[config.mk]
export PLATFORM = sky130hd
export DESIGN_NAME = vga_fb_arbiter
export DESIGN_NICKNAME = d
export VERILOG_FILES = /design/src/rtl/vga_fb_arbiter.sv
export SDC_FILE = /design/constraint.sdc
export NUM_CORES = 1
export LEC_CHECK = 0
export ABC_AREA = 1
export BUFFER_PORTS_ARGS = -buffer_cell sky130_fd_sc_hd__buf_2
export CORE_MARGIN = 1
export CORE_UTILIZATION = 51
export DETAILED_ROUTE_END_ITERATION = 10
export PLACE_DENSITY_LB_ADDON = 0.1
export SETUP_SLACK_MARGIN = 0.3
export SLEW_MARGIN = 20
export SYNTH_ARGS = -nofsm -noshare
export SYNTH_HDL_FRONTEND = slang
export SYNTH_SLANG_ARGS = --single-unit
[constraint.sdc]
create_clock -name CLOCK_50 -period 2.89 [get_ports CLOCK_50]
set_input_delay 0.867 -clock CLOCK_50 [delete_from_list [all_inputs] [get_ports CLOCK_50]]
set_output_delay 0.867 -clock CLOCK_50 [all_outputs]
set_load 0.02 [all_outputs]
[src/rtl/vga_fb_arbiter.sv]
// vga_fb_arbiter: shares one 8-bit framebuffer RAM between a 3-byte pixel fetch port (pix_*) and a CPU port (cpu_*) through a registered RAM port (mem_*); VGA_ARB_STATS_EN adds the cpu_stall_cnt output
module vga_fb_arbiter #(
  parameter int ADDR_W     = 16,
  parameter int DATA_W     = 8,
  parameter int PIX_W      = 14,
  parameter int FB_BASE    = 0,
  parameter int STARVE_MAX = 8
) (
  input  logic              CLOCK_50,
  input  logic              reset,
  input  logic              pix_req,
  input  logic [PIX_W-1:0]  pix_idx,
  output logic              pix_busy,
  output logic              pix_valid,
  output logic [DATA_W-1:0] pix_r,
  output logic [DATA_W-1:0] pix_g,
  output logic [DATA_W-1:0] pix_b,
  input  logic              cpu_req,
  input  logic              cpu_we,
  input  logic [ADDR_W-1:0] cpu_addr,
  input  logic [DATA_W-1:0] cpu_wdata,
  output logic              cpu_ack,
  output logic [DATA_W-1:0] cpu_rdata,
  output logic [ADDR_W-1:0] mem_addr,
  output logic              mem_wren,
  output logic [DATA_W-1:0] mem_wdata,
  input  logic [DATA_W-1:0] mem_q
`ifdef VGA_ARB_STATS_EN
  ,
  output logic [15:0]       cpu_stall_cnt
`endif
);
  localparam int SW = STARVE_MAX > 0 ? $clog2(STARVE_MAX + 1) : 1;
  typedef enum logic [3:0] {IDLE, PIX0, PIX1, PIX2, PIXD1, CPUW, CPUR1, CPUR2, ACK} state_t;
  state_t            state_q, state_d;
  logic [SW-1:0]     starve_q, starve_d;
  logic [ADDR_W-1:0] mem_addr_q, mem_addr_d, base;
  logic [DATA_W-1:0] mem_wdata_q, mem_wdata_d, pix_r_q, pix_r_d, pix_g_q, pix_g_d;
  logic [DATA_W-1:0] pix_b_q, pix_b_d, cpu_rdata_q, cpu_rdata_d;
  logic              mem_wren_q, mem_wren_d, pix_valid_q, pix_valid_d, cpu_ack_q, cpu_ack_d;
  logic              cpu_grant, pix_grant;
  assign base      = ADDR_W'(FB_BASE) + ADDR_W'(pix_idx) * ADDR_W'(3);
  assign cpu_grant = state_q == IDLE && cpu_req &&
                     (!pix_req || (STARVE_MAX != 0 && starve_q == SW'(STARVE_MAX)));
  assign pix_grant = state_q == IDLE && pix_req && !cpu_grant;
  always_comb begin
    state_d     = state_q;
    mem_addr_d  = mem_addr_q;
    mem_wdata_d = mem_wdata_q;
    mem_wren_d  = 1'b0;
    pix_r_d     = pix_r_q;
    pix_g_d     = pix_g_q;
    pix_b_d     = pix_b_q;
    pix_valid_d = 1'b0;
    cpu_rdata_d = cpu_rdata_q;
    cpu_ack_d   = 1'b0;
    starve_d    = state_q != IDLE ? starve_q :
                  (!cpu_req || cpu_grant) ? '0 :
                  (pix_grant && starve_q != SW'(STARVE_MAX)) ? starve_q + SW'(1) : starve_q;
    case (state_q)
      IDLE: begin
        state_d     = cpu_grant ? (cpu_we ? CPUW : CPUR1) : pix_grant ? PIX0 : IDLE;
        mem_addr_d  = cpu_grant ? cpu_addr : pix_grant ? base : mem_addr_q;
        mem_wren_d  = cpu_grant && cpu_we;
        mem_wdata_d = cpu_grant && cpu_we ? cpu_wdata : mem_wdata_q;
      end
      PIX0: begin
        state_d    = PIX1;
        mem_addr_d = mem_addr_q + ADDR_W'(1);
      end
      PIX1: begin
        state_d    = PIX2;
        mem_addr_d = mem_addr_q + ADDR_W'(1);
        pix_r_d    = mem_q;
      end
      PIX2: begin
        state_d = PIXD1;
        pix_g_d = mem_q;
      end
      PIXD1: begin
        state_d     = IDLE;
        pix_b_d     = mem_q;
        pix_valid_d = 1'b1;
      end
      CPUW: begin
        state_d   = ACK;
        cpu_ack_d = 1'b1;
      end
      CPUR1: state_d = CPUR2;
      CPUR2: begin
        state_d     = ACK;
        cpu_rdata_d = mem_q;
        cpu_ack_d   = 1'b1;
      end
      default: state_d = IDLE;
    endcase
  end
  always_ff @(posedge CLOCK_50 or posedge reset) begin
    if (reset) begin
      state_q     <= IDLE;
      starve_q    <= '0;
      mem_addr_q  <= '0;
      mem_wdata_q <= '0;
      mem_wren_q  <= 1'b0;
      pix_r_q     <= '0;
      pix_g_q     <= '0;
      pix_b_q     <= '0;
      pix_valid_q <= 1'b0;
      cpu_rdata_q <= '0;
      cpu_ack_q   <= 1'b0;
    end else begin
      state_q     <= state_d;
      starve_q    <= starve_d;
      mem_addr_q  <= mem_addr_d;
      mem_wdata_q <= mem_wdata_d;
      mem_wren_q  <= mem_wren_d;
      pix_r_q     <= pix_r_d;
      pix_g_q     <= pix_g_d;
      pix_b_q     <= pix_b_d;
      pix_valid_q <= pix_valid_d;
      cpu_rdata_q <= cpu_rdata_d;
      cpu_ack_q   <= cpu_ack_d;
    end
  end
  assign pix_busy  = state_q != IDLE;
  assign pix_valid = pix_valid_q;
  assign pix_r     = pix_r_q;
  assign pix_g     = pix_g_q;
  assign pix_b     = pix_b_q;
  assign cpu_ack   = cpu_ack_q;
  assign cpu_rdata = cpu_rdata_q;
  assign mem_addr  = mem_addr_q;
  assign mem_wren  = mem_wren_q;
  assign mem_wdata = mem_wdata_q;
`ifdef VGA_ARB_STATS_EN
  logic [15:0] stall_q, stall_d;
  logic        serving;
  // the grant edge itself counts as serving, so the value seen at the grant equals the wait
  assign serving = cpu_grant || state_q inside {CPUW, CPUR1, CPUR2, ACK};
  always_comb begin
    stall_d = cpu_req && !serving && stall_q != 16'hFFFF ? stall_q + 16'd1 : stall_q;
  end
  always_ff @(posedge CLOCK_50 or posedge reset) begin
    if (reset) stall_q <= '0;
    else stall_q <= stall_d;
  end
  assign cpu_stall_cnt = stall_q;
`endif
endmodule

==> summary.txt <==
Logic synthesis
  • Ranking of synthesized cells by area: dfrtp_1 (40%), nand2_1 (17%), inv_1 (7.0%), ha_1 (5.4%), o21ai_0 (5.3%)
  • Top FF cell, synth: dfrtp_1
  • Synth top cells by count: nand2_1 (190), inv_1 (78), dfrtp_1 (67)
  • Syn Std Cell Area: 4160 µm²
  • Post-Syn Nets: 641
  • Mean Syn Cell Area: 7.28 µm²
  • Yosys top cell area share: 40.3%
  • Register area share after synthesis: 40.3%
  • Synth Warn #: 0
  • Leading area contributor after synthesis: dfrtp_1
  • Asr flop ratio synth: 100%
  • #FFs+latches synth: 67
  • Synth cell types: 37
  • Synth Instances: 571
  • Post-synth EDFFs: 0
  • Most common cell in the netlist: nand2_1

Placed design
  • Area after DPL: 4770 µm²
  • Setup WS pre-CTS: 0.410 ns
  • Cell total after placement: 773
  • PortBufs: 110
  • DP HPWL: 7420 µm
  • Final Wtd Congestion: 0.899

STA
  • Final period util: 74.2%
  • Clock Skew: 0.00691 ns
  • Final setup viols: 0
  • RSZ-0062 raised after global routing: no
  • Final setup margin: 0.747 ns
  • Max-slew violations: 0
  • Max Clk Rate: 467 MHz
  • Clock period minus worst slack: 2.14 ns
  • Slew HR: 62.4%
  • Final setup TNS: 0 ns
  • Fin. Hold Viols: 0
  • Slew @ Worst Pin: 0.562 ns

Drt
  • Met1 wire length: 4510 µm
  • Met2 Routed Length: 4530 µm
  • Vias/cell: 5.00
  • Antenna violation net count after detailed routing: 0
  • DR top layer: met4
  • Routed WL per cell: 12.3 µm
  • Drt first pass iters: 7
  • Via Count: 3942
  • DRT Wirelength: 9680 µm
  • Met3 wire len: 555 µm
  • First DRT Iteration DRCs: 160
  • Residual DRC count: 0

Setup path
  • Worst reg2reg startpoint: state_q[3]
  • Critical Path Fanout Max: 3
  • RR Endpoint: mem_addr[12]
  • Reg2Reg Setup Slack: 0.94 ns
  • Critical Path End: mem_addr[9]
  • Critical Path RT: 3.12 ns
  • CP arrival: 2.37 ns
  • Startpoint types: input pin
  • R2r worst-path depth: 8
  • Critical path class: in -> reg
  • CP Capture Type: flop
  • CP Launch Point: pix_idx[1]

Clock tree
  • Root Buffer: clkbuf_8
  • Clock slew at reported path FFs: 0.07 ns
  • CTS tree: done
  • Latest clock arrival within the worst-skew pair: 0.33 ns
  • Number of setup buffers added after CTS: 0
  • Total CTS buffers: 9
  • H-tree depth: 3
  • # hold bufs at CTS: 0
  • Post-CTS sizing: 0
  • TritonCTS Sinks: 67
  • CTS max path bufs: 2

Final layout
  • Layout cells sized above 1: 21.8%
  • Area Overhead vs Synth: 19.7%
  • Final instance area: 4970 µm²
  • Diode count: 0
  • Post-Layout Cell Count: 789
  • NumNets Final: 752

Power
  • Total chip power: 5.40 mW
  • Pwr Density: 1090 nW/µm²
  • Leakage: 2.80 nW
  • Max IR drop VDD: 0.619 mV

Floorplan
  • Core Region: 7810 µm²
  • Initial Util: 53.2%
  • Chip width: 92.3 µm
  • Rows: 32
  • DIE AREA: 8510 µm²
  • Chip height: 92.3 µm
  • Io pins: 111

Outcome
  • Status: completed

Worst hold path
  • Worst Hold Class: reg -> reg

Global route
  • Vias in the first global route: 3608
  • Pin count of the biggest net entering global routing: 68
  • Antenna violations before repair: 0
  • Overall Global Routing Usage: 24.1%
  • Grt total ovfl: 0
  • First-pass GRT wire length: 16300 µm

Flow run
  • Max-cap viol count: 0
==> worst min path at each step <==
stage / start / to / slack (ns) / depth (start not counted)
floorplan: starve_q[2] / starve_q[2] / 0.54 / 2
global placement: mem_wdata[5] / mem_wdata[5] / 0.45 / 2
detailed placement: mem_wdata[4] / mem_wdata[4] / 0.45 / 2
CTS: mem_wdata[4] / mem_wdata[4] / 0.47 / 2
global route: mem_wdata[4] / mem_wdata[4] / 0.49 / 2
finish: mem_wdata[4] / mem_wdata[4] / 0.47 / 2
==> metrics by stage <==
stage	hold slack [ns]	util (%)
after CTS	0.473	63.7
after global placement	0.448	61.1
after global routing	0.493	63.7
after detailed placement	0.454	61.1
after floorplan	0.541	-
final	0.471	63.7
==> routing by layer <==
layer | track usage, % | vias to the layer above
met5 | 0 | -
met4 | 5.60 | 0
li1 | - | 2030
met1 | 32.7 | 1788
met3 | 5.72 | 14
met2 | 39.0 | 110
==> kinds of logic (layout without fill, tap and decap cells) <==
family                     count (synthesis)  after routing  synth area share, %
and+or+nand+nor                          298            298                 31.1
buffers and inverters                     91            207                 9.36
AOI/OAI and AO/OA                         85             85                 11.0
DFF                                       67             67                 40.3
adders and majority gates                 19             19                 5.90
xor gates and xnor gates                  11             11                 2.32
==> registers in the layout (all words and copies together) (netlist names) <==
signal,count
cpu_ack,1
cpu_rdata,8
mem_addr,16
mem_wdata,8
mem_wren,1
pix_b,8
pix_g,8
pix_r,8
pix_valid,1
starve_q,4
state_q,4
==> final cells by class <==
class / count / area [µm²]
Fill cell: 756 / 2830
Sequential cell: 67 / 1680
Tap cell: 102 / 128
Inverter: 80 / 305
Clock buffer: 10 / 138
Clock inverter: 6 / 65.1
Timing Repair Buffer: 111 / 571
Multi-Input combinational cell: 413 / 2090
==> cells in the final DEF (no fill, tap or decap), types with 4 or more instances in the layout <==
| master | netlist | final |
|---|---|---|
| nor2_1 | 44 | 44 |
| a31oi_1 | 4 | 4 |
| xor2_1 | 9 | 9 |
| inv_1 | 78 | 77 |
| nor2_2 | 5 | 5 |
| o21ai_1 | 6 | 6 |
| nand3_1 | 37 | 37 |
| buf_2 | 1 | 110 |
| ha_1 | 18 | 18 |
| o21ai_0 | 44 | 44 |
| dfrtp_1 | 67 | 67 |
| a21oi_1 | 22 | 22 |
| clkbuf_8 | 0 | 10 |
| nand4_1 | 6 | 6 |
| nand3_2 | 4 | 4 |
| nand2_1 | 190 | 190 |
==> worst max-delay path, cell delays in order <==
cell and delay, ns:
buf_2 0.10, ha_1 0.19, inv_1 0.06, fa_1 0.41, inv_1 0.10, nand3_1 0.07
nand3_1 0.12, nand2_1 0.09, nand3_1 0.07, nand3_1 0.07, nand3_1 0.08, nand2_1 0.05
nand2_1 0.05, nand2_1 0.05
==> power by group <==
group	total, mW	switching (mW)	internal [mW]
Clock	0.776	0.355	0.422
Sequential	1.75	0.358	1.39
Combinational	2.87	1.92	0.953
Total	5.40	2.63	2.77
No activity file was read; power rests on OpenSTA's default activity.
